[config.mk]
export PLATFORM = sky130hd
export DESIGN_NAME = writeback_stage_flat
export DESIGN_NICKNAME = d
export VERILOG_FILES = /design/src/rtl/writeback_stage_pkg.sv /design/src/rtl/writeback_stage_if.sv /design/src/rtl/writeback_stage_load_extend.sv /design/src/rtl/writeback_stage.sv /design/src/flat_wrapper.sv
export SDC_FILE = /design/constraint.sdc
export NUM_CORES = 1
export LEC_CHECK = 0
export ABC_AREA = 0
export BUFFER_PORTS_ARGS = -buffer_cell sky130_fd_sc_hd__buf_2
export CAP_MARGIN = 20
export CELL_PAD_IN_SITES_DETAIL_PLACEMENT = 1
export CELL_PAD_IN_SITES_GLOBAL_PLACEMENT = 1
export CORE_AREA = 2 2 268 270
export DETAILED_ROUTE_END_ITERATION = 10
export DIE_AREA = 0 0 270 272
export PLACE_DENSITY_LB_ADDON = 0.1
export SLEW_MARGIN = 30
export SYNTH_ARGS = -nofsm -noshare
export SYNTH_HDL_FRONTEND = slang
export SYNTH_SLANG_ARGS = --single-unit
[constraint.sdc]
create_clock -name CLK -period 2.7 [get_ports CLK]
set_input_delay 0.675 -clock CLK [delete_from_list [all_inputs] [get_ports CLK]]
set_output_delay 0.675 -clock CLK [all_outputs]
set_load 0.005 [all_outputs]
[src/rtl/writeback_stage_pkg.sv]
// Shared constants for the writeback stage: RV64 opcodes, trap cause codes
// and trap-sequencer state encoding.
package writeback_stage_pkg;

  localparam logic [6:0] LOAD      = 7'b0000011;
  localparam logic [6:0] STORE     = 7'b0100011;
  localparam logic [6:0] BRANCH    = 7'b1100011;
  localparam logic [6:0] JAL       = 7'b1101111;
  localparam logic [6:0] JALR      = 7'b1100111;
  localparam logic [6:0] SYSTEM    = 7'b1110011;
  localparam logic [6:0] OP        = 7'b0110011;
  localparam logic [6:0] OP_IMM    = 7'b0010011;
  localparam logic [6:0] OP_32     = 7'b0111011;
  localparam logic [6:0] OP_IMM_32 = 7'b0011011;
  localparam logic [6:0] LUI       = 7'b0110111;
  localparam logic [6:0] AUIPC     = 7'b0010111;

  localparam logic [63:0] CAUSE_LAM   = 64'd4;
  localparam logic [63:0] CAUSE_LAF   = 64'd5;
  localparam logic [63:0] CAUSE_SAM   = 64'd6;
  localparam logic [63:0] CAUSE_SAF   = 64'd7;
  localparam logic [63:0] CAUSE_ECALL = 64'd11;

  typedef enum logic [1:0] {
    TS_IDLE   = 2'd0,
    TS_SAVE   = 2'd1,
    TS_VECTOR = 2'd2
  } trap_state_e;

  // ECALL/EBREAK (SYSTEM with funct3 == 0) never produce a register result.
  function automatic logic writes_reg(input logic [6:0] opcode, input logic [2:0] funct3);
    logic wr;
    wr = 1'b0;
    case (opcode)
      LOAD, JAL, JALR, LUI, AUIPC, OP, OP_IMM, OP_32, OP_IMM_32: wr = 1'b1;
      SYSTEM:  wr = (funct3 != 3'b000);
      default: wr = 1'b0;
    endcase
    return wr;
  endfunction

endpackage

[src/rtl/writeback_stage_if.sv]
// Memory-stage bundle in, register-file / fetch-redirect / trap-CSR signals out.
interface writeback_stage_if #(parameter int XLEN = 64);
  logic            WB_V;
  logic [31:0]     WB_IR;
  logic [XLEN-1:0] WB_NPC;
  logic [XLEN-1:0] WB_ALU_RESULT;
  logic [XLEN-1:0] WB_MEM_RESULT;
  logic [XLEN-1:0] WB_CSRFD;
  logic            WB_PC_MUX;
  logic            WB_ECALL;
  logic            MEM_LAM;
  logic            MEM_LAF;
  logic            MEM_SAM;
  logic            MEM_SAF;
  logic [XLEN-1:0] MTVEC;

  logic            RF_WE;
  logic [4:0]      RF_DR;
  logic [XLEN-1:0] RF_DATA;
  logic            PC_REDIRECT;
  logic [XLEN-1:0] PC_TARGET;
  logic            FLUSH;
  logic            WB_STALL;
  logic            CSR_TRAP_WE;
  logic [XLEN-1:0] MEPC;
  logic [XLEN-1:0] MCAUSE;
  logic [XLEN-1:0] INSTRET;

  modport master (
    output WB_V, WB_IR, WB_NPC, WB_ALU_RESULT, WB_MEM_RESULT, WB_CSRFD,
           WB_PC_MUX, WB_ECALL, MEM_LAM, MEM_LAF, MEM_SAM, MEM_SAF, MTVEC,
    input  RF_WE, RF_DR, RF_DATA, PC_REDIRECT, PC_TARGET, FLUSH, WB_STALL,
           CSR_TRAP_WE, MEPC, MCAUSE, INSTRET
  );

  modport slave (
    input  WB_V, WB_IR, WB_NPC, WB_ALU_RESULT, WB_MEM_RESULT, WB_CSRFD,
           WB_PC_MUX, WB_ECALL, MEM_LAM, MEM_LAF, MEM_SAM, MEM_SAF, MTVEC,
    output RF_WE, RF_DR, RF_DATA, PC_REDIRECT, PC_TARGET, FLUSH, WB_STALL,
           CSR_TRAP_WE, MEPC, MCAUSE, INSTRET
  );
endinterface

[src/rtl/writeback_stage_load_extend.sv]
// Sign/zero extension of right-justified load data, selected by the load funct3.
module load_extend (
  input  logic [2:0]  funct3,
  input  logic [63:0] mem_data,
  output logic [63:0] ext_data
);

  always_comb begin
    ext_data = mem_data;  // LD and reserved encodings pass through
    case (funct3)
      3'b000:  ext_data = {{56{mem_data[7]}},  mem_data[7:0]};
      3'b001:  ext_data = {{48{mem_data[15]}}, mem_data[15:0]};
      3'b010:  ext_data = {{32{mem_data[31]}}, mem_data[31:0]};
      3'b100:  ext_data = {56'd0, mem_data[7:0]};
      3'b101:  ext_data = {48'd0, mem_data[15:0]};
      3'b110:  ext_data = {32'd0, mem_data[31:0]};
      default: ext_data = mem_data;
    endcase
  end

endmodule

[src/rtl/writeback_stage.sv]
// Final pipeline stage: writeback select, branch/jump redirect, three-cycle
// trap entry sequencer and retired-instruction counter.
module writeback_stage
  import writeback_stage_pkg::*;
#(
  parameter int XLEN = 64
) (
  input  logic              CLK,
  input  logic              RESET_N,
  writeback_stage_if.slave  bus
);

  localparam logic [1:0] IDLE   = TS_IDLE;
  localparam logic [1:0] SAVE   = TS_SAVE;
  localparam logic [1:0] VECTOR = TS_VECTOR;

  logic [1:0]      state_reg, state_next;
  logic            active_reg;
  logic [XLEN-1:0] instret_reg, mepc_reg, mcause_reg;
  logic [XLEN-1:0] cause_next;
  logic [XLEN-1:0] load_value, wb_value;
  logic [6:0]      opcode;
  logic [2:0]      funct3;
  logic [4:0]      rd;
  logic            fault, in_idle, retire, take_trap, in_vector, redirect;
  logic            unused_bits;

  assign opcode      = bus.WB_IR[6:0];
  assign funct3      = bus.WB_IR[14:12];
  assign rd          = bus.WB_IR[11:7];
  assign unused_bits = ^{bus.WB_IR[31:15], bus.MTVEC[1:0]};

  load_extend u_load_extend (
    .funct3   (funct3),
    .mem_data (bus.WB_MEM_RESULT),
    .ext_data (load_value)
  );

  always_comb begin
    wb_value = bus.WB_ALU_RESULT;
    case (opcode)
      LOAD:      wb_value = load_value;
      JAL, JALR: wb_value = bus.WB_NPC;
      SYSTEM:    wb_value = bus.WB_CSRFD;
      default:   wb_value = bus.WB_ALU_RESULT;
    endcase
  end

  // active_reg holds the stage quiet until the first edge after reset release.
  assign fault     = bus.WB_V & (bus.WB_ECALL | bus.MEM_LAM | bus.MEM_LAF |
                                 bus.MEM_SAM | bus.MEM_SAF);
  assign in_idle   = active_reg && (state_reg == IDLE);
  assign retire    = in_idle && bus.WB_V && !fault;
  assign take_trap = in_idle && fault;
  assign in_vector = active_reg && (state_reg == VECTOR);
  assign redirect  = (retire && bus.WB_PC_MUX) || in_vector;

  always_comb begin
    cause_next = CAUSE_SAF;
    if (bus.WB_ECALL)    cause_next = CAUSE_ECALL;
    else if (bus.MEM_LAM) cause_next = CAUSE_LAM;
    else if (bus.MEM_LAF) cause_next = CAUSE_LAF;
    else if (bus.MEM_SAM) cause_next = CAUSE_SAM;
  end

  always_comb begin
    state_next = state_reg;
    case (state_reg)
      IDLE:    state_next = take_trap ? SAVE : IDLE;
      SAVE:    state_next = VECTOR;
      VECTOR:  state_next = IDLE;
      default: state_next = IDLE;
    endcase
  end

  always_ff @(posedge CLK or negedge RESET_N) begin
    if (!RESET_N) begin
      active_reg  <= 1'b0;
      state_reg   <= IDLE;
      instret_reg <= '0;
      mepc_reg    <= '0;
      mcause_reg  <= '0;
    end else begin
      active_reg <= 1'b1;
      state_reg  <= state_next;
      if (retire) begin
        instret_reg <= instret_reg + 1'b1;
      end
      if (take_trap) begin
        mepc_reg   <= bus.WB_NPC - XLEN'(4);
        mcause_reg <= cause_next;
      end
    end
  end

  assign bus.RF_WE       = retire && writes_reg(opcode, funct3) && (rd != 5'd0);
  assign bus.RF_DR       = retire ? rd : 5'd0;
  assign bus.RF_DATA     = retire ? wb_value : '0;
  assign bus.PC_REDIRECT = redirect;
  assign bus.FLUSH       = redirect;
  assign bus.PC_TARGET   = in_vector ? {bus.MTVEC[XLEN-1:2], 2'b00} :
                           redirect  ? {bus.WB_ALU_RESULT[XLEN-1:1], 1'b0} : '0;
  assign bus.WB_STALL    = active_reg && (state_reg != IDLE);
  assign bus.CSR_TRAP_WE = active_reg && (state_reg == SAVE);
  assign bus.MEPC        = mepc_reg;
  assign bus.MCAUSE      = mcause_reg;
  assign bus.INSTRET     = instret_reg;

endmodule
[src/flat_wrapper.sv]
// flat-port wrapper written by rule: the top's interface ports become plain ports
module writeback_stage_flat import writeback_stage_pkg::*;
#(
  parameter int XLEN = 64
)
  (CLK, RESET_N, bus_WB_V, bus_WB_IR, bus_WB_NPC, bus_WB_ALU_RESULT, bus_WB_MEM_RESULT, bus_WB_CSRFD, bus_WB_PC_MUX, bus_WB_ECALL, bus_MEM_LAM, bus_MEM_LAF, bus_MEM_SAM, bus_MEM_SAF, bus_MTVEC, bus_RF_WE, bus_RF_DR, bus_RF_DATA, bus_PC_REDIRECT, bus_PC_TARGET, bus_FLUSH, bus_WB_STALL, bus_CSR_TRAP_WE, bus_MEPC, bus_MCAUSE, bus_INSTRET);
  writeback_stage_if #(.XLEN(XLEN)) bus_i ();
  input  logic CLK;
  input  logic RESET_N;
  input wire logic [$bits(bus_i.WB_V)-1:0] bus_WB_V;
  input wire logic [$bits(bus_i.WB_IR)-1:0] bus_WB_IR;
  input wire logic [$bits(bus_i.WB_NPC)-1:0] bus_WB_NPC;
  input wire logic [$bits(bus_i.WB_ALU_RESULT)-1:0] bus_WB_ALU_RESULT;
  input wire logic [$bits(bus_i.WB_MEM_RESULT)-1:0] bus_WB_MEM_RESULT;
  input wire logic [$bits(bus_i.WB_CSRFD)-1:0] bus_WB_CSRFD;
  input wire logic [$bits(bus_i.WB_PC_MUX)-1:0] bus_WB_PC_MUX;
  input wire logic [$bits(bus_i.WB_ECALL)-1:0] bus_WB_ECALL;
  input wire logic [$bits(bus_i.MEM_LAM)-1:0] bus_MEM_LAM;
  input wire logic [$bits(bus_i.MEM_LAF)-1:0] bus_MEM_LAF;
  input wire logic [$bits(bus_i.MEM_SAM)-1:0] bus_MEM_SAM;
  input wire logic [$bits(bus_i.MEM_SAF)-1:0] bus_MEM_SAF;
  input wire logic [$bits(bus_i.MTVEC)-1:0] bus_MTVEC;
  output wire logic [$bits(bus_i.RF_WE)-1:0] bus_RF_WE;
  output wire logic [$bits(bus_i.RF_DR)-1:0] bus_RF_DR;
  output wire logic [$bits(bus_i.RF_DATA)-1:0] bus_RF_DATA;
  output wire logic [$bits(bus_i.PC_REDIRECT)-1:0] bus_PC_REDIRECT;
  output wire logic [$bits(bus_i.PC_TARGET)-1:0] bus_PC_TARGET;
  output wire logic [$bits(bus_i.FLUSH)-1:0] bus_FLUSH;
  output wire logic [$bits(bus_i.WB_STALL)-1:0] bus_WB_STALL;
  output wire logic [$bits(bus_i.CSR_TRAP_WE)-1:0] bus_CSR_TRAP_WE;
  output wire logic [$bits(bus_i.MEPC)-1:0] bus_MEPC;
  output wire logic [$bits(bus_i.MCAUSE)-1:0] bus_MCAUSE;
  output wire logic [$bits(bus_i.INSTRET)-1:0] bus_INSTRET;
  assign bus_i.WB_V = bus_WB_V;
  assign bus_i.WB_IR = bus_WB_IR;
  assign bus_i.WB_NPC = bus_WB_NPC;
  assign bus_i.WB_ALU_RESULT = bus_WB_ALU_RESULT;
  assign bus_i.WB_MEM_RESULT = bus_WB_MEM_RESULT;
  assign bus_i.WB_CSRFD = bus_WB_CSRFD;
  assign bus_i.WB_PC_MUX = bus_WB_PC_MUX;
  assign bus_i.WB_ECALL = bus_WB_ECALL;
  assign bus_i.MEM_LAM = bus_MEM_LAM;
  assign bus_i.MEM_LAF = bus_MEM_LAF;
  assign bus_i.MEM_SAM = bus_MEM_SAM;
  assign bus_i.MEM_SAF = bus_MEM_SAF;
  assign bus_i.MTVEC = bus_MTVEC;
  assign bus_RF_WE = bus_i.RF_WE;
  assign bus_RF_DR = bus_i.RF_DR;
  assign bus_RF_DATA = bus_i.RF_DATA;
  assign bus_PC_REDIRECT = bus_i.PC_REDIRECT;
  assign bus_PC_TARGET = bus_i.PC_TARGET;
  assign bus_FLUSH = bus_i.FLUSH;
  assign bus_WB_STALL = bus_i.WB_STALL;
  assign bus_CSR_TRAP_WE = bus_i.CSR_TRAP_WE;
  assign bus_MEPC = bus_i.MEPC;
  assign bus_MCAUSE = bus_i.MCAUSE;
  assign bus_INSTRET = bus_i.INSTRET;
  writeback_stage #(.XLEN(XLEN)) u_core (.CLK(CLK), .RESET_N(RESET_N), .bus(bus_i));
endmodule
==> results of run 1 <==
==> cell usage in the layout, fill, tap and decap left out, types with 5 or more instances in the layout <==
master / instances
a221oi_4: 12
nor2_4: 7
xnor2_1: 77
nor3_1: 25
o21ai_0: 68
nand3b_1: 5
nand4_1: 22
dfrtp_1: 134
and2_1: 8
nor4_1: 12
nor4_4: 8
buf_6: 24
nand2_1: 169
inv_1: 10
and4_1: 7
buf_2: 594
a222oi_1: 24
buf_16: 10
clkbuf_16: 25
a21oi_2: 28
buf_12: 32
nor2_1: 52
o21ai_2: 29
a22oi_1: 7
buf_4: 129
and3_1: 19
a21oi_1: 38
o21ai_1: 34
bufinv_16: 6
a21oi_4: 10
xor2_1: 40
nand3_1: 39
a221oi_2: 20
a22o_1: 62
conb_1: 62
diode_2: 6
==> worst max-delay path, stage by stage <==
cell and delay [ps]:
buf_8 100, nand2_4 70, nor4_4 50, buf_4 120, and2_4 190, buf_12 140
a222oi_1 630, a21oi_2 130, buf_2 160
==> cell families after synthesis <==
group	after synthesis
xor+xnor	117
flops	135
compound gates	351
other cells	2
fa+ha+maj	2
buf+inv	153
simple gates	419
mux	1
==> power by group through the flow <==
stage | Sequential, W | Clock, W | Combinational [W]
after floorplan | 0.00239 | 0 | 0.000442
after CTS | 0.00237 | 0.00286 | 0.00154
final | 0.00236 | 0.00275 | 0.00156
after global routing | 0.00239 | 0.00295 | 0.00171
after detailed placement | 0.00240 | 0 | 0.00147
after global placement | 0.00240 | 0 | 0.00147
==> what timing repair did <==
action                                  in CTS  in global routing
pin swaps                                   33                 38
resized for setup                          153                119
endpoints found under the setup margin     130                138
endpoints found under the hold margin        0                  0
setup buffers                               17                  9
cloned                                      11                 11
==> worst max path at each step <==
stage	start	to	depth (start not counted)
floorplan	bus_WB_NPC[9]	u_core.bus.MEPC[23]	8
global placement	bus_WB_NPC[2]	u_core.bus.MEPC[54]	10
detailed placement	bus_WB_NPC[2]	u_core.bus.MEPC[54]	10
CTS	u_core.state_reg[1]	bus_PC_TARGET[11]	7
global route	u_core.state_reg[1]	bus_PC_TARGET[6]	7
finish	bus_WB_IR[0]	bus_RF_DATA[23]	9
==> through the flow <==
step	hold slack [ps]	std cells	TNS [ps]	utilization (%)	instance area, um^2
floorplan	379	1240	-20.6	-	9950
global placement	461	2806	-27470	21.0	14900
detailed placement	459	2806	-28290	21.0	14900
CTS	179	2864	-16440	23.3	16500
global route	178	2883	-27650	24.4	17200
finish	178	2885	-13940	24.4	17300
==> layout make-up <==
class | instances | area share [%]
clock buffer | 19 | 2.57
inverter | 10 | 0.218
timing repair buffer | 800 | 31.1
sequential | 135 | 19.6
multi-input combinational | 952 | 38.2
tap | 950 | 6.89
antenna | 6 | 0.0870
clock inverter | 13 | 1.31
==> layer usage <==
layer	GRT usage [%]	share of wire (%)
met3	3.53	5.6
met4	3.41	1.5
met5	0	0.15
met2	33.6	51
met1	23.2	42
==> impl_results.html, run 1 <==
<table>
<tr><th>Metric</th><th>Value</th></tr>
<tr><th colspan="2">Clock network</th></tr>
<tr><td>Clock transition at path regs</td><td>70 ps</td></tr>
<tr><td>Number of buffers added to fix hold violations after cts</td><td>0</td></tr>
<tr><td>CTS root buffer</td><td>clkbuf_16</td></tr>
<tr><td>TritonCTS clock tree</td><td>built</td></tr>
<tr><td>Number of clock buffers inserted by TritonCTS</td><td>17</td></tr>
<tr><td>Number of H-tree levels</td><td>4</td></tr>
<tr><td>Clk_lat worst skew</td><td>430 ps</td></tr>
<tr><td>Buffer levels on the longest clock path</td><td>2</td></tr>
<tr><td>Clock sink count</td><td>135</td></tr>
<tr><th colspan="2">Global routing</th></tr>
<tr><td>Initial antenna violation count</td><td>42</td></tr>
<tr><td>Global-route wire length before repair</td><td>99.0 mm</td></tr>
<tr><td>Overall track demand over capacity in global routing</td><td>18.7%</td></tr>
<tr><td>Residual overflow from global routing</td><td>0</td></tr>
<tr><td>Pin count of the biggest net entering global routing</td><td>64</td></tr>
<tr><td>Via count of the first global-routing pass</td><td>12900</td></tr>
<tr><th colspan="2">Routing</th></tr>
<tr><td>Post-DR wirelength/cell</td><td>25.3 um</td></tr>
<tr><td>Vias</td><td>12300</td></tr>
<tr><td>Number of DRC markers in iteration 0</td><td>702</td></tr>
<tr><td># DRC</td><td>0</td></tr>
<tr><td>Drt total wl</td><td>73.0 mm</td></tr>
<tr><td>Antenna-violating nets left</td><td>0</td></tr>
<tr><td>Via density per instance</td><td>4.28</td></tr>
<tr><td>Number of iterations in the first detailed-routing pass</td><td>5</td></tr>
<tr><th colspan="2">Timing</th></tr>
<tr><td>Final clock period utilization by the worst path</td><td>109%</td></tr>
<tr><td>Period minus WS final</td><td>2950 ps</td></tr>
<tr><td>Highest clock rate</td><td>0.339 GHz</td></tr>
<tr><td>Worst slew margin</td><td>45.5%</td></tr>
<tr><td>Number of failing setup endpoints in the final timing report</td><td>130</td></tr>
<tr><td>Min setup slack post-route</td><td>-251 ps</td></tr>
<tr><td>Count of pins over their slew limit</td><td>0</td></tr>
<tr><td>Post-Route Skew</td><td>8.53 ps</td></tr>
<tr><td>RSZ-0062 raised after global routing</td><td>true</td></tr>
<tr><td>Transition time at the pin with the least slew margin</td><td>817 ps</td></tr>
<tr><td>Final hold violation count</td><td>0</td></tr>
<tr><th colspan="2">Power and ir drop</th></tr>
<tr><td>Share of total power consumed by net switching</td><td>30.5%</td></tr>
<tr><td>Power density cells</td><td>387 nW/um^2</td></tr>
<tr><td>Fraction of power consumed by sequential logic</td><td>35.4%</td></tr>
<tr><td>Pleak</td><td>8.34 nW</td></tr>
<tr><td>Internal</td><td>0.00464 W</td></tr>
<tr><td>P_sw</td><td>0.00203 W</td></tr>
<tr><td>Post-layout total power</td><td>0.00667 W</td></tr>
<tr><td>Max rail drop VDD</td><td>0.421 mV</td></tr>
<tr><td>Portion of total power attributed to the clock network</td><td>41.3%</td></tr>
<tr><td>Portion of total power attributed to combinational logic</td><td>23.3%</td></tr>
<tr><th colspan="2">Synth</th></tr>
<tr><td>Dominant combinational cell family by area after synthesis</td><td>compound AO/OA/AOI/OAI gates</td></tr>
<tr><td>Simple-gate share of the synthesized area</td><td>21.8%</td></tr>
<tr><td>Synthesized-area fraction occupied by ao, oa, aoi and oai cells</td><td>23.7%</td></tr>
<tr><td>Most common cell in the netlist</td><td>nand2_1</td></tr>
<tr><td>Library cell occupying the most area in the post-synthesis netlist</td><td>dfrtp_1</td></tr>
<tr><td>Most instantiated cells after synthesis</td><td>nand2_1, dfrtp_1, o21ai_0, xnor2_1, a21oi_1</td></tr>
<tr><td>Number of warnings printed during yosys synthesis</td><td>0</td></tr>
<tr><td>Number of flip-flops and latches in the synthesized netlist</td><td>135</td></tr>
<tr><td>Area share of the largest cell type after synthesis</td><td>34.9%</td></tr>
<tr><td>Top post-synthesis cells by area</td><td>dfrtp_1, xnor2_1, nand2_1</td></tr>
<tr><td>Post-synthesis area per instance</td><td>8.20 um^2</td></tr>
<tr><td>Syn Inst Count</td><td>1180</td></tr>
<tr><td>Count of flip-flops with a built-in enable after synthesis</td><td>0</td></tr>
<tr><td>Mapped cell area</td><td>9670 um^2</td></tr>
<tr><td>Sequential area share after synthesis</td><td>34.9%</td></tr>
<tr><td>Post-synth ARST share</td><td>100%</td></tr>
<tr><td>Library cells used by synthesis</td><td>58</td></tr>
<tr><td>Main synth FF type</td><td>dfrtp_1</td></tr>
<tr><td>Adder and majority cell fraction of the synthesized area</td><td>0.259%</td></tr>
<tr><td>Parity-gate share of the synthesized area counting xor and xnor cells</td><td>10.6%</td></tr>
<tr><td>Proportion of synthesized area in mux cells</td><td>0.103%</td></tr>
<tr><th colspan="2">Final layout</th></tr>
<tr><td>Area growth from synthesis to final layout</td><td>78.3%</td></tr>
<tr><td>Share of post-route cells with drive strength above 1</td><td>50.8%</td></tr>
<tr><td>Footprint of the multi-input gates</td><td>6590 um^2</td></tr>
<tr><td>Filler Cells Inserted</td><td>8456</td></tr>
<tr><td>Sequential cell area in the final layout</td><td>3380 um^2</td></tr>
<tr><td>Nets</td><td>2279</td></tr>
<tr><th colspan="2">Outcome</th></tr>
<tr><td>Status</td><td>complete, but fails checks</td></tr>
<tr><td>Failing checks</td><td>negative setup slack</td></tr>
<tr><th colspan="2">Placed design</th></tr>
<tr><td>Placement-stage worst setup slack</td><td>-383 ps</td></tr>
<tr><td>Final estimated routing congestion in global placement</td><td>0.876</td></tr>
<tr><td>Port bufs</td><td>610</td></tr>
<tr><td>HPWL after detailed placement</td><td>58.3 mm</td></tr>
<tr><th colspan="2">Die</th></tr>
<tr><td>I/O pin cnt</td><td>691</td></tr>
<tr><td>Initial cell density of the core</td><td>13.7%</td></tr>
<tr><td>Die height</td><td>272 um</td></tr>
<tr><td>CORE AREA</td><td>70800 um^2</td></tr>
<tr><td>Number of rows created at floorplan</td><td>98</td></tr>
<tr><td>Total die area</td><td>73400 um^2</td></tr>
<tr><td>Die width</td><td>270 um</td></tr>
<tr><th colspan="2">Hold path</th></tr>
<tr><td>Hold crit path type</td><td>primary input to async pin</td></tr>
<tr><th colspan="2">Critical path</th></tr>
<tr><td>Depth of the most critical reg-to-reg path</td><td>7</td></tr>
<tr><td>Classification of the worst setup path</td><td>primary input to primary output</td></tr>
<tr><td>Sort of element at the end of the critical path</td><td>primary output</td></tr>
<tr><td>Reg-to-reg startpoint</td><td>u_core.bus.INSTRET[16]</td></tr>
<tr><td>Data arrival time at the worst-slack endpoint</td><td>2280 ps</td></tr>
<tr><td>Top fanout value on the critical path</td><td>5</td></tr>
<tr><td>Startpoint types</td><td>primary input</td></tr>
<tr><td>Worst endpoint required time</td><td>2030 ps</td></tr>
<tr><td>Register-to-Register Setup Slack</td><td>420 ps</td></tr>
<tr><td>FF-to-FF End</td><td>u_core.bus.INSTRET[53]</td></tr>
<tr><th colspan="2">Job</th></tr>
<tr><td># Max-Cap Violations</td><td>0</td></tr>
</table>
Note: power is estimated with default switching activity, not from simulation.
==> run 2: changes to the inputs <==
Settings changed: BUFFER_PORTS_ARGS -buffer_cell sky130_fd_sc_hd__buf_2 to default, CORE_AREA 2 2 268 270 to 2 2 271 273, DIE_AREA 0 0 270 272 to 0 0 273 275, DONT_BUFFER_PORTS from default to 1, SYNTH_HIERARCHICAL from default to 1.
==> run 2 against run 1 <==
Effect of this change: the flow finishes with violations (negative hold slack, negative setup slack); combinational power is 49% lower; final area decreased by 17%; clock power shrank 8.0%; critical path depth is 2 lower; first-iteration DRC count up 16%; sequential share of layout area is 4.1 points higher; via count is 12% lower; register-to-register slack lost 340 ps; non-clock buffer count decreased by 618; cell count fell by 20%.
==> impl_results.html, run 2 <==
<table>
<tr><th>Metric</th><th>Value</th></tr>
<tr><th colspan="2">Timing</th></tr>
<tr><td>RSZ-0062 raised after global routing</td><td>true</td></tr>
<tr><td>Period minus WS final</td><td>2990 ps</td></tr>
<tr><td>Final clock period utilization by the worst path</td><td>111%</td></tr>
<tr><td>Number of failing setup endpoints in the final timing report</td><td>131</td></tr>
<tr><td>Highest clock rate</td><td>0.334 GHz</td></tr>
<tr><td>Transition time at the pin with the least slew margin</td><td>821 ps</td></tr>
<tr><td>Post-Route Skew</td><td>10.0 ps</td></tr>
<tr><td>Count of pins over their slew limit</td><td>0</td></tr>
<tr><td>Worst hold margin</td><td>-109 ps</td></tr>
<tr><td>Min setup slack post-route</td><td>-295 ps</td></tr>
<tr><td>Final total negative setup slack</td><td>-23900 ps</td></tr>
<tr><td>Worst slew margin</td><td>45.3%</td></tr>
<tr><td>Final hold violation count</td><td>135</td></tr>
<tr><th colspan="2">Synth</th></tr>
<tr><td>Most common cell in the netlist</td><td>nand2_1</td></tr>
<tr><td>Number of flip-flops and latches in the synthesized netlist</td><td>135</td></tr>
<tr><td>Top post-synthesis cells by area</td><td>dfrtp_1, nand2_1, a222oi_1</td></tr>
<tr><td>Count of flip-flops with a built-in enable after synthesis</td><td>0</td></tr>
<tr><td>Mapped cell area</td><td>10300 um^2</td></tr>
<tr><td>Syn Inst Count</td><td>1261</td></tr>
<tr><td>Most instantiated cells after synthesis</td><td>nand2_1, dfrtp_1, clkbuf_1, buf_4, nand3_1</td></tr>
<tr><td>Library cell occupying the most area in the post-synthesis netlist</td><td>dfrtp_1</td></tr>
<tr><td>Area share of the largest cell type after synthesis</td><td>32.7%</td></tr>
<tr><td>Number of warnings printed during yosys synthesis</td><td>6</td></tr>
<tr><td>Sequential area share after synthesis</td><td>32.7%</td></tr>
<tr><td>Post-synthesis area per instance</td><td>8.20 um^2</td></tr>
<tr><td>Main synth FF type</td><td>dfrtp_1</td></tr>
<tr><td>Library cells used by synthesis</td><td>57</td></tr>
<tr><td>Post-synth ARST share</td><td>100%</td></tr>
<tr><th colspan="2">Critical path</th></tr>
<tr><td>Top fanout value on the critical path</td><td>7</td></tr>
<tr><td>Crit. Startpoint</td><td>u_core/state_reg[1]</td></tr>
<tr><td>Depth of the most critical reg-to-reg path</td><td>8</td></tr>
<tr><td>Classification of the worst setup path</td><td>flip-flop to primary output</td></tr>
<tr><td>Startpoint types</td><td>flip-flop</td></tr>
<tr><td>Sort of element at the end of the critical path</td><td>primary output</td></tr>
<tr><td>Worst endpoint required time</td><td>2030 ps</td></tr>
<tr><td>Reg-to-reg startpoint</td><td>u_core/state_reg[1]</td></tr>
<tr><td>Data arrival time at the worst-slack endpoint</td><td>2320 ps</td></tr>
<tr><th colspan="2">Routing</th></tr>
<tr><td>Vias</td><td>10900</td></tr>
<tr><td>Number of iterations in the first detailed-routing pass</td><td>9</td></tr>
<tr><td>Drt total wl</td><td>69.7 mm</td></tr>
<tr><td>Number of DRC markers in iteration 0</td><td>815</td></tr>
<tr><td>Antenna-violating nets left</td><td>0</td></tr>
<tr><td>Post-DR wirelength/cell</td><td>30.0 um</td></tr>
<tr><td># DRC</td><td>0</td></tr>
<tr><td>Via density per instance</td><td>4.69</td></tr>
<tr><th colspan="2">Die</th></tr>
<tr><td>Die width</td><td>273 um</td></tr>
<tr><td>Total die area</td><td>75100 um^2</td></tr>
<tr><td>Die height</td><td>275 um</td></tr>
<tr><td>I/O pin cnt</td><td>691</td></tr>
<tr><td>Number of rows created at floorplan</td><td>99</td></tr>
<tr><td>CORE AREA</td><td>72300 um^2</td></tr>
<tr><td>Initial cell density of the core</td><td>14.3%</td></tr>
<tr><th colspan="2">Global routing</th></tr>
<tr><td>Pin count of the biggest net entering global routing</td><td>136</td></tr>
<tr><td>Residual overflow from global routing</td><td>0</td></tr>
<tr><td>Via count of the first global-routing pass</td><td>11300</td></tr>
<tr><td>Global-route wire length before repair</td><td>92.7 mm</td></tr>
<tr><td>Overall track demand over capacity in global routing</td><td>17.7%</td></tr>
<tr><td>Initial antenna violation count</td><td>3</td></tr>
<tr><th colspan="2">Clock network</th></tr>
<tr><td>Number of clock buffers inserted by TritonCTS</td><td>17</td></tr>
<tr><td>CTS root buffer</td><td>clkbuf_16</td></tr>
<tr><td>TritonCTS clock tree</td><td>built</td></tr>
<tr><td>Clock transition at path regs</td><td>70 ps</td></tr>
<tr><td>Clk_lat worst skew</td><td>480 ps</td></tr>
<tr><td>Buffer levels on the longest clock path</td><td>2</td></tr>
<tr><td>Number of H-tree levels</td><td>4</td></tr>
<tr><td>Clock sink count</td><td>135</td></tr>
<tr><th colspan="2">Placed design</th></tr>
<tr><td>HPWL after detailed placement</td><td>50.3 mm</td></tr>
<tr><td>Port bufs</td><td>0</td></tr>
<tr><td>Final estimated routing congestion in global placement</td><td>0.796</td></tr>
<tr><th colspan="2">Power and ir drop</th></tr>
<tr><td>Power density cells</td><td>412 nW/um^2</td></tr>
<tr><td>Post-layout total power</td><td>0.00587 W</td></tr>
<tr><td>Pleak</td><td>5.56 nW</td></tr>
<tr><td>Max rail drop VDD</td><td>0.460 mV</td></tr>
<tr><th colspan="2">Final layout</th></tr>
<tr><td>Share of post-route cells with drive strength above 1</td><td>25.7%</td></tr>
<tr><td>Filler Cells Inserted</td><td>8458</td></tr>
<tr><td>Final design utilization</td><td>19.7%</td></tr>
<tr><td>Highest-count cells in the layout ignoring fill and taps</td><td>nand2_1, dfrtp_1, buf_4</td></tr>
<tr><td>Area growth from synthesis to final layout</td><td>37.7%</td></tr>
<tr><td>Most common library cell in the layout ignoring fill and taps</td><td>nand2_1</td></tr>
<tr><td>Nets</td><td>1710</td></tr>
<tr><th colspan="2">Outcome</th></tr>
<tr><td>Status</td><td>complete, but fails checks</td></tr>
<tr><td>Failing checks</td><td>negative hold slack, negative setup slack</td></tr>
<tr><th colspan="2">Job</th></tr>
<tr><td># Max-Cap Violations</td><td>0</td></tr>
<tr><th colspan="2">Hold path</th></tr>
<tr><td>Hold crit path type</td><td>primary input to async pin</td></tr>
</table>
==> run 2: cell count changes after synthesis, sizes merged, moves of 16 or more <==
cell    before  now
or3          6   22
a222oi      24   64
a31oi        4   20
a221oi      33    0
o21ai      133   68
o211ai       0   38
or4          7   23
buf         67   94
nand3       39   72
==> run 2: per-stage QoR <==
| step | setup slack [ps] | cells | area (um^2) |
|---|---|---|---|
| 4_1_cts | -359 | 2312 | 14000 |
| 6_report | -295 | 2321 | 14200 |
| 5_1_grt | -405 | 2321 | 14200 |
| 3_3_place_gp | -407 | 2234 | 12100 |
| 3_5_place_dp | -388 | 2234 | 12100 |
| 2_1_floorplan | -97.6 | 1321 | 10700 |
==> run 2: cells by family after synthesis <==
logic type               count (synthesis)  share of synthesized area (%)
adder cells (fa/ha/maj)                  2                          0.242
other                                    2                         0.0726
XOR/XNOR                                95                           8.04
AND/OR/NAND/NOR                        494                           24.2
AO/OA/AOI/OAI                          343                           24.5
buffers and inverters                  188                           10.0
flip-flops                             135                           32.7
multiplexers                             2                          0.242
==> run 2: where the power goes <==
group	switching [W]	internal (W)	total, W
clock	0.00111	0.00142	0.00253
sequential	0.000302	0.00223	0.00254
combinational	0.000434	0.000368	0.000802
==> run 2: what timing repair did <==
| item | 4_1_cts | 5_1_grt |
|---|---|---|
| pin swaps | 57 | 64 |
| buffers inserted | 31 | 22 |
| endpoints found under the hold margin | 135 | 135 |
| endpoints found under the setup margin | 135 | 138 |
| gates resized for setup | 124 | 92 |
| gates cloned | 19 | 2 |
==> run 2: path summary, 6_finish.rpt <==
kind / endpoint / slack (ps)
setup / recovery: bus_PC_TARGET[33] / -290
hold / removal: u_core/bus.INSTRET[56] / -110
setup reg to reg: u_core/bus.INSTRET[33] / 80
hold reg to reg: u_core/bus.INSTRET[63] / 520
min in group CLK: u_core/bus.MEPC[0] / 310
max in group asynchronous: u_core/bus.MEPC[34] / 2500
==> run 2: worst max-delay path, cell delays in order (launching register included) <==
cell and delay [ps]:
dfrtp_1 380, or4bb_4 560, nor3_4 140, and2_4 180
buf_12 140, buf_12 130, buf_16 130, a22o_1 160
==> run 2: layer usage <==
metal / global-route usage, % / up-vias / routed length [um]
li1: - / 4792 / -
met2: 31.8 / 488 / 35700
met4: 4.29 / 0 / 1140
met5: 0 / - / 0
met3: 4.88 / 49 / 5110
met1: 20.7 / 5548 / 27700
==> run 2: area by class of cell <==
type	instances	area (um^2)	share of cell area (%)
Antenna cell	2	5.00	0.0351
Timing Repair Buffer	182	2230	15.7
Sequential cell	135	3380	23.7
Clock buffer	19	453	3.18
Tap cell	959	1200	8.42
Multi-Input combinational cell	998	6780	47.6
Inverter	13	48.8	0.343
Clock inverter	13	145	1.02
